===== src/rtl/alu_pkg.sv =====
// Shared ALU definitions: add/sub opcodes, flag bundle and operand-conditioning helpers.
package alu_pkg;

  localparam int unsigned OP_W    = 2;
  localparam int unsigned FLAGS_W = 4;

  typedef enum logic [OP_W-1:0] {
    ADD = 2'b00,
    SUB = 2'b01,
    ADC = 2'b10,
    SBC = 2'b11
  } op_t;

  typedef struct packed {
    logic n;
    logic z;
    logic c;
    logic v;
  } flags_t;

  // Subtractions feed the inverted B operand into the adder
  function automatic logic op_inverts_b(input op_t op);
    return (op == SUB) || (op == SBC);
  endfunction

  // Carry into the low chunk: fixed for ADD/SUB, the flag input for ADC/SBC
  function automatic logic eff_cin(input op_t op, input logic cin);
    logic c;
    case (op)
      ADD:     c = 1'b0;
      SUB:     c = 1'b1;
      default: c = cin;
    endcase
    return c;
  endfunction

endpackage


===== src/rtl/pipelined_addsub_if.sv =====
// Operand/result handshake bundle between operand fetch and writeback.
interface pipelined_addsub_if #(
  parameter int unsigned WIDTH = 32
);
  import alu_pkg::*;

  logic             in_valid;
  logic             in_ready;
  logic [WIDTH-1:0] a;
  logic [WIDTH-1:0] b;
  op_t              op;
  logic             cin;
  logic             out_valid;
  logic             out_ready;
  logic [WIDTH-1:0] r;
  logic             flag_n;
  logic             flag_z;
  logic             flag_c;
  logic             flag_v;

  modport master (
    output in_valid, a, b, op, cin, out_ready,
    input  in_ready, out_valid, r, flag_n, flag_z, flag_c, flag_v
  );

  modport slave (
    input  in_valid, a, b, op, cin, out_ready,
    output in_ready, out_valid, r, flag_n, flag_z, flag_c, flag_v
  );

endinterface


===== src/rtl/pipelined_addsub_chunk.sv =====
// One CW-bit slice of the adder: sum, carry out and a zero bit for the slice.
module addsub_chunk #(
  parameter int unsigned CW = 8
) (
  input  logic [CW-1:0] a,
  input  logic [CW-1:0] b,
  input  logic          cin,
  output logic [CW-1:0] sum,
  output logic          cout,
  output logic          zero
);

  assign {cout, sum} = {1'b0, a} + {1'b0, b} + (CW+1)'(cin);
  assign zero        = (sum == '0);

endmodule


===== src/rtl/pipelined_addsub.sv =====
// Pipelined add/sub: chunk k of the sum is resolved in stage k with the carry
// registered between stages; a single stall signal freezes the whole pipe.
module pipelined_addsub
  import alu_pkg::*;
#(
  parameter int unsigned WIDTH  = 32,
  parameter int unsigned STAGES = 4
) (
  input  logic             clk,
  input  logic             rst,
  pipelined_addsub_if.slave bus
);

  localparam int unsigned CW = WIDTH / STAGES;
  localparam int unsigned L  = STAGES - 1;

  logic                           advance;
  logic [STAGES-1:0]              v_q, c_q, z_q;
  logic [STAGES-1:0][WIDTH-1:0]   a_q, b_q, s_q;
  logic [STAGES-1:0]              iv, ic, iz, co, zo;
  logic [STAGES-1:0][WIDTH-1:0]   ia, ib, is, ns;
  logic [WIDTH-1:0]               csum;
  flags_t                         fl;

  assign advance = !(bus.out_valid && !bus.out_ready);

  // Stage inputs: stage 0 takes the conditioned operands, others the previous stage
  always_comb begin
    iv = '0;
    ic = '0;
    iz = '0;
    ia = '0;
    ib = '0;
    is = '0;
    iv[0] = bus.in_valid;
    ia[0] = bus.a;
    ib[0] = op_inverts_b(bus.op) ? ~bus.b : bus.b;
    ic[0] = eff_cin(bus.op, bus.cin);
    iz[0] = 1'b1;
    for (int unsigned k = 1; k < STAGES; k++) begin
      iv[k] = v_q[k-1];
      ia[k] = a_q[k-1];
      ib[k] = b_q[k-1];
      ic[k] = c_q[k-1];
      iz[k] = z_q[k-1];
      is[k] = s_q[k-1];
    end
  end

  for (genvar k = 0; k < STAGES; k++) begin : g_stage
    addsub_chunk #(.CW(CW)) u_chunk (
      .a    (ia[k][k*CW +: CW]),
      .b    (ib[k][k*CW +: CW]),
      .cin  (ic[k]),
      .sum  (csum[k*CW +: CW]),
      .cout (co[k]),
      .zero (zo[k])
    );
  end

  // Merge each stage's freshly computed chunk into the partial sum it carries
  always_comb begin
    ns = is;
    for (int unsigned k = 0; k < STAGES; k++) begin
      ns[k][k*CW +: CW] = csum[k*CW +: CW];
    end
  end

  always_ff @(posedge clk) begin
    if (rst) begin
      v_q <= '0;
      c_q <= '0;
      z_q <= '0;
      a_q <= '0;
      b_q <= '0;
      s_q <= '0;
    end else if (advance) begin
      v_q <= iv;
      c_q <= co;
      z_q <= iz & zo;
      a_q <= ia;
      b_q <= ib;
      s_q <= ns;
    end
  end

  // Overflow: operands agree in sign (after B conditioning) but the result does not
  always_comb begin
    fl.n = s_q[L][WIDTH-1];
    fl.z = z_q[L];
    fl.c = c_q[L];
    fl.v = (a_q[L][WIDTH-1] == b_q[L][WIDTH-1]) && (s_q[L][WIDTH-1] != a_q[L][WIDTH-1]);
  end

  assign bus.in_ready  = advance;
  assign bus.out_valid = v_q[L];
  assign bus.r         = s_q[L];
  assign bus.flag_n    = fl.n;
  assign bus.flag_z    = fl.z;
  assign bus.flag_c    = fl.c;
  assign bus.flag_v    = fl.v;

endmodule


===== src/flat_wrapper.sv =====
// flat-port wrapper written by rule: the top's interface ports become plain ports
module pipelined_addsub_flat import alu_pkg::*;
#(
  parameter int unsigned WIDTH  = 32,
  parameter int unsigned STAGES = 4
)
  (clk, rst, bus_in_valid, bus_a, bus_b, bus_op, bus_cin, bus_out_ready, bus_in_ready, bus_out_valid, bus_r, bus_flag_n, bus_flag_z, bus_flag_c, bus_flag_v);
  pipelined_addsub_if #(.WIDTH(WIDTH)) bus_i ();
  input  logic clk;
  input  logic rst;
  input wire logic [$bits(bus_i.in_valid)-1:0] bus_in_valid;
  input wire logic [$bits(bus_i.a)-1:0] bus_a;
  input wire logic [$bits(bus_i.b)-1:0] bus_b;
  input wire logic [$bits(bus_i.op)-1:0] bus_op;
  input wire logic [$bits(bus_i.cin)-1:0] bus_cin;
  input wire logic [$bits(bus_i.out_ready)-1:0] bus_out_ready;
  output wire logic [$bits(bus_i.in_ready)-1:0] bus_in_ready;
  output wire logic [$bits(bus_i.out_valid)-1:0] bus_out_valid;
  output wire logic [$bits(bus_i.r)-1:0] bus_r;
  output wire logic [$bits(bus_i.flag_n)-1:0] bus_flag_n;
  output wire logic [$bits(bus_i.flag_z)-1:0] bus_flag_z;
  output wire logic [$bits(bus_i.flag_c)-1:0] bus_flag_c;
  output wire logic [$bits(bus_i.flag_v)-1:0] bus_flag_v;
  assign bus_i.in_valid = bus_in_valid;
  assign bus_i.a = bus_a;
  assign bus_i.b = bus_b;
  assign bus_i.op = bus_op;
  assign bus_i.cin = bus_cin;
  assign bus_i.out_ready = bus_out_ready;
  assign bus_in_ready = bus_i.in_ready;
  assign bus_out_valid = bus_i.out_valid;
  assign bus_r = bus_i.r;
  assign bus_flag_n = bus_i.flag_n;
  assign bus_flag_z = bus_i.flag_z;
  assign bus_flag_c = bus_i.flag_c;
  assign bus_flag_v = bus_i.flag_v;
  pipelined_addsub #(.WIDTH(WIDTH), .STAGES(STAGES)) u_core (.clk(clk), .rst(rst), .bus(bus_i));
endmodule

===== config.mk =====
export PLATFORM = sky130hd
export DESIGN_NAME = pipelined_addsub_flat
export DESIGN_NICKNAME = d
export VERILOG_FILES = /design/src/rtl/alu_pkg.sv /design/src/rtl/pipelined_addsub_if.sv /design/src/rtl/pipelined_addsub_chunk.sv /design/src/rtl/pipelined_addsub.sv /design/src/flat_wrapper.sv
export SDC_FILE = /design/constraint.sdc
export NUM_CORES = 1
export LEC_CHECK = 0
export ABC_AREA = 1
export BUFFER_PORTS_ARGS = -buffer_cell sky130_fd_sc_hd__buf_2
export CORE_ASPECT_RATIO = 1.2
export CORE_MARGIN = 2
export CORE_UTILIZATION = 50
export CTS_BUF_LIST = sky130_fd_sc_hd__clkbuf_16
export CTS_CLUSTER_SIZE = 14
export DETAILED_ROUTE_END_ITERATION = 12
export PLACE_DENSITY = 0.7
export RECOVER_POWER = 100
export SLEW_MARGIN = 20
export SYNTH_ARGS = -nofsm -noshare
export SYNTH_HDL_FRONTEND = slang
export SYNTH_SLANG_ARGS = --single-unit

===== constraint.sdc =====
create_clock -name clk -period 2.22 [get_ports clk]
set_input_delay 0.222 -clock clk [delete_from_list [all_inputs] [get_ports clk]]
set_output_delay 0.222 -clock clk [all_outputs]
set_load 0.02 [all_outputs]

# After elaboration in Yosys (flattened, before gate mapping)
# Cells that the tools add are included.
# Widths: inputs -> output; s select.
[totals]
ff_bits = 348
latchBits = 0
ram_bits = 0
rom_bits = 0
in_bits = 71
output_inout_bits = 38
memories = 0
[op_classes]
addsub = 8
mul = 0
div_mod_pow = 0
order_cmp = 0
eq_ne = 4
n_shift = 0
muxes = 2
bitwise_logic = 2
n_reduce_logical = 10
[op_table]
columns = ["cell", "n"]
rows = [
  ["$add 8x8->9", 4],
  ["$add 9x1->9", 4],
  ["$logic_not 8->1", 4],
  ["$mux 32", 1],
  ["$not 32->32", 1],
  ["$and 4x4->4", 1],
  ["$eq 2x1->1 const B", 1],
  ["$eq 2x2->1 const B", 1],
  ["$logic_and 1x1->1", 2],
  ["$logic_not 1->1", 2],
  ["$logic_not 2->1", 1],
  ["$pmux 1 s2", 1],
  ["$eq 1x1->1", 1],
  ["$logic_or 1x1->1", 1],
  ["$ne 1x1->1", 1],
]

# Logic depth before layout (Yosys ltp)
[logic_depth]
depth_word = 7
mapped_depth = 16
mapped_depth_nobuf = 14

# Hierarchy
# From an unflattened synthesis, not the netlist that was laid out.
[hier_totals]
hier_cells = 1327
area_unflattened_um2 = 9595.5
[by_module_without_submodules]
columns = ["mod", "n_inst", "cells_per_inst", "area_per_inst_um2", "seq_area_each_um2"]
rows = [
  ["pipelined_addsub", 1, 983, 7681.1, 3803.6],
  ["addsub_chunk at u_core.g_stage[0].u_chunk ...", 2, 86, 495.5, 0.0],
  ["addsub_chunk at u_core.g_stage[2].u_chunk ...", 2, 86, 461.7, 0.0],
]

# Worst setup path after synthesis
# Ideal clock, no wire load.
[synth_timing]
path_kind = "input port to flip-flop"
start = "in bus_op[0]"
end = "reg u_core.z_q[0]"
arrival_time_ns = 2.168
setup_slack_ns = -0.018
stages = 11
n_path_buf = 2
path_cell_list = "buf_2 > buf_2 > xnor2_1 > fa_1 > fa_1 > nand3_1 > nor2_1 > nand3_1 > nor2_1 > nand3_1 > a21oi_1"
[synth_between]
elab_chain_cells = 7
[synth_rtl]
columns = ["element", "line", "rtl"]
rows = [
  ["start, declared", "flat_wrapper.sv:14", "input wire logic [$bits(bus_i.op)-1:0] bus_op;"],
  ["$eq 2x1->1 or $eq 2x2->1 (tied branches)", "alu_pkg.sv:23, alu_pkg.sv:29", ""],
  ["$logic_or 1x1->1", "alu_pkg.sv:23", "return (op == SUB) || (op == SBC);"],
  ["$mux 32", "pipelined_addsub.sv:37", "ib[0] = op_inverts_b(bus.op) ? ~bus.b : bus.b;"],
  ["$add 8x8->9", "pipelined_addsub_chunk.sv:13", "assign {cout, sum} = {1'b0, a} + {1'b0, b} + (CW+1)'(cin);"],
  ["$add 9x1->9 *", "pipelined_addsub_chunk.sv:13", ""],
  ["$logic_not 8->1 *", "pipelined_addsub_chunk.sv:14", "assign zero = (sum == '0);"],
  ["$and 4x4->4 *", "pipelined_addsub.sv:80", "z_q <= iz & zo;"],
  ["end signal, assigned", "pipelined_addsub.sv:80", ""],
  ["end, declared", "pipelined_addsub.sv:18", "logic [STAGES-1:0] v_q, c_q, z_q;"],
]
# Mark *: on every way between the ends. The rest lies on a longest branch, timed or not.
# A chain may end at the register's enable or synchronous reset.

# Worst setup path after layout
[layout_timing]
start = "reg u_core.c_q[2]"
end = "reg u_core.z_q[3]"
[layout_between]
elab_chain_cells = 3
[layout_rtl]
columns = ["element", "line", "rtl"]
rows = [
  ["start, declared", "pipelined_addsub.sv:18", ""],
  ["start signal, assigned", "pipelined_addsub.sv:79", "c_q <= co;"],
  ["$add 9x1->9", "pipelined_addsub_chunk.sv:13", ""],
  ["$logic_not 8->1", "pipelined_addsub_chunk.sv:14", ""],
  ["$and 4x4->4", "pipelined_addsub.sv:80", ""],
]
# No other way between the ends.

==> results.toml <==
[worst_setup_path]
rr_worst_depth = 9
r2r_end = "u_core.z_q[3]$_SDFFE_PP0N_"
cp_cell_sequence = "fa_1, fa_1, xnor2_2, nand2_1, nor2_1, nand3_1, nor2_1, nand3_1, a21oi_1"
cpPeakStageDelay_ps = 470
required_ps = 2590
worst-r2r-setup-slack_ps = 160
cp.arrival_ps = 2430
cp_slowest_cell = "fa_1"
endpoint_kind = "flip-flop"
start_kind = "flip-flop"
crit_type = "flip-flop to flip-flop"
cp_max_fo = 3
critPathTopFamily = "adder cells"
path_buf_inv = 0
reg2reg_from = "u_core.c_q[2]$_SDFFE_PP0N_"

[clocking]
clk_pin_slew_ps = 70
insertion_delay_ps = 430
cts_buffers = 17
cts_tree = "done"
root_buffer = "clkbuf_16"
numClockSinks = 190
cts_max_level = 4
clockBufferDepth = 2

[cells_and_area]
post-route-util = 0.591
layout_common_cells = "nor2_1 (271), dfxtp_1 (190), o21ai_0 (174)"
nNetsFinal = 1303
drive_gt1_frac = 0.0952
antenna_cells = 0
area_growth_pct = 15.4
instances_no_fill = 1420
final_area_um2 = 9650
final_common_cell = "nor2_1"
final.fill_count = 1601

[global_routing]
grt_pass1_wl_mm = 29.7
grt_max_degree = 86
overflow = 0
antenna_found_initial = 0
grtUsageTotal = 0.204
grt_pass1_vias = 6450

[synthesis]
syn-num-nets = 1217
ys_ff_latch = 190
synth_top_flop_cell = "dfxtp_1"
avgSynthCellArea_um2 = 7.54
ys_seq_area_frac = 0.455
synthesis.area_um2 = 8370
synth_edf_count = 0
ys_types = 25
ys.warnings.count = 0
async_flop_share = 0
netlist_instances = 1110

[floorplan]
rows = 51
die_x_um = 122
coreArea_um2 = 16300
start_util = 0.512
die_h_um = 146
die_area_um2 = 17800
pin_count = 109

[route]
wl_per_cell_um = 12.5
via_per_inst = 5.00
drcViolationCount = 0
drt-initial-drc-count = 533
totalWireLength_mm = 17.7
via_count = 7099
drt-pass1-iter-count = 5
ant_nets = 0

[placed_design]
dp_hpwl_mm = 11.7
place_area_um2 = 9030
gp_congestion = 0.864
dp.cells = 1376
port_buffers = 108
dpl_worst_slack_ps = 125

[timing]
fin_hold_ws_ps = 18.0
rsz0062_at_grt = "no"
setup_viol = 0
slew_headroom = 0.474
fin_crit_sh = 0.928
hold_violations = 0
finalClockSkew_ps = 12.8
drv_slew = 0
tightest_slew_ps = 789
setup_tns_ps = 0
fmax_ghz = 0.485
finalCriticalPeriod_ps = 2060
fin_ws_ps = 160

[pwr]
p_leak_nw = 4.35
peakVddDrop_mv = 0.560
pwr_density_cell_nw_per_um2 = 813
p_total_mw = 7.85

[min_path]
worstHoldEndpoint = "u_core.a_q[30]$_SDFFE_PP0N_"
hold_depth = 3
min_path_type = "input pin to flip-flop"
hold_start = "bus_a[30]"

[run]
drv_cap = 0

[run_status]
status = "completed"
-- metal layers --
layer  routed length, um  share of wire  global-route usage
met1                8770           0.49               0.276
met2                8060           0.45               0.323
met3                 665          0.038              0.0466
met4                 233          0.013              0.0626
met5                   0              0                   0
-- timing repair --
| action | in CTS | in global routing |
|---|---|---|
| hold endpoints to repair | 13 | 0 |
| endpoints found under the setup margin | 0 | 3 |
| hold buffers | 13 | 0 |
| gates resized for setup | 0 | 3 |
| setup buffers | 0 | 0 |
-- final cells by class --
| cell class | instances | area [um^2] | share of cell area |
|---|---|---|---|
| multi-input cells | 774 | 3980 | 0.413 |
| flip-flops and latches | 190 | 3800 | 0.394 |
| repair buffers | 133 | 724 | 0.0750 |
| clock buffers | 17 | 425 | 0.0441 |
| inverters | 80 | 305 | 0.0316 |
| well taps | 212 | 265 | 0.0275 |
| clock inverters | 14 | 146 | 0.0152 |
-- where the power goes --
group / total [mW] / switching (mW) / internal [mW]
logic: 1.09 / 0.643 / 0.445
registers: 3.81 / 0.139 / 3.67
clock network: 2.95 / 1.30 / 1.65
-- cells in the mapped netlist, types with 14 or more instances --
cell / n / share of area
o211ai_1: 14 / 0.013
buf_2: 29 / 0.017
dfxtp_1: 190 / 0.45
o21ai_0: 174 / 0.10
nand2_1: 120 / 0.054
ha_1: 28 / 0.042
clkbuf_1: 34 / 0.015
nand3_1: 30 / 0.018
a21oi_1: 61 / 0.036
nor2_1: 271 / 0.12
xnor2_1: 31 / 0.032
inv_1: 78 / 0.035
-- worst max path at each step --
stage,cells past startpoint,end,start
5_1_grt,9,u_core.z_q[3]$_SDFFE_PP0N_,u_core.c_q[2]$_SDFFE_PP0N_
6_report,9,u_core.z_q[3]$_SDFFE_PP0N_,u_core.c_q[2]$_SDFFE_PP0N_
2_1_floorplan,11,u_core.z_q[0]$_SDFFE_PP0N_,bus_op[0]
3_3_place_gp,10,u_core.z_q[0]$_SDFFE_PP0N_,bus_op[0]
4_1_cts,12,u_core.is[118]$_SDFFE_PP0N_,u_core.c_q[1]$_SDFFE_PP0N_
3_5_place_dp,12,u_core.is[118]$_SDFFE_PP0N_,u_core.c_q[1]$_SDFFE_PP0N_
-- flip-flops by register name (all words and copies together), names as in the netlist --
signal	count
u_core.z_q	4
u_core.bus.r	32
u_core.is	48
u_core.a_q	49
u_core.b_q	49
u_core.v_q	4
u_core.c_q	4
-- cells by family (layout without fill, tap and decap cells) --
group | Yosys count | in the layout | synth area share
simple gates | 441 | 441 | 0.211
compound gates | 259 | 259 | 0.162
flops | 190 | 190 | 0.455
buf+inv | 146 | 244 | 0.0716
xor+xnor | 37 | 37 | 0.0387
fa+ha+maj | 36 | 36 | 0.0610
mux | 1 | 1 | 0.00120
-- worst min-delay path, delay by kind of cell --
kind / cells / cell delay, ps
buffers and inverters: 1 / 80
AND/OR/NAND/NOR: 2 / 120
Note: power is estimated with default switching activity, not from simulation.
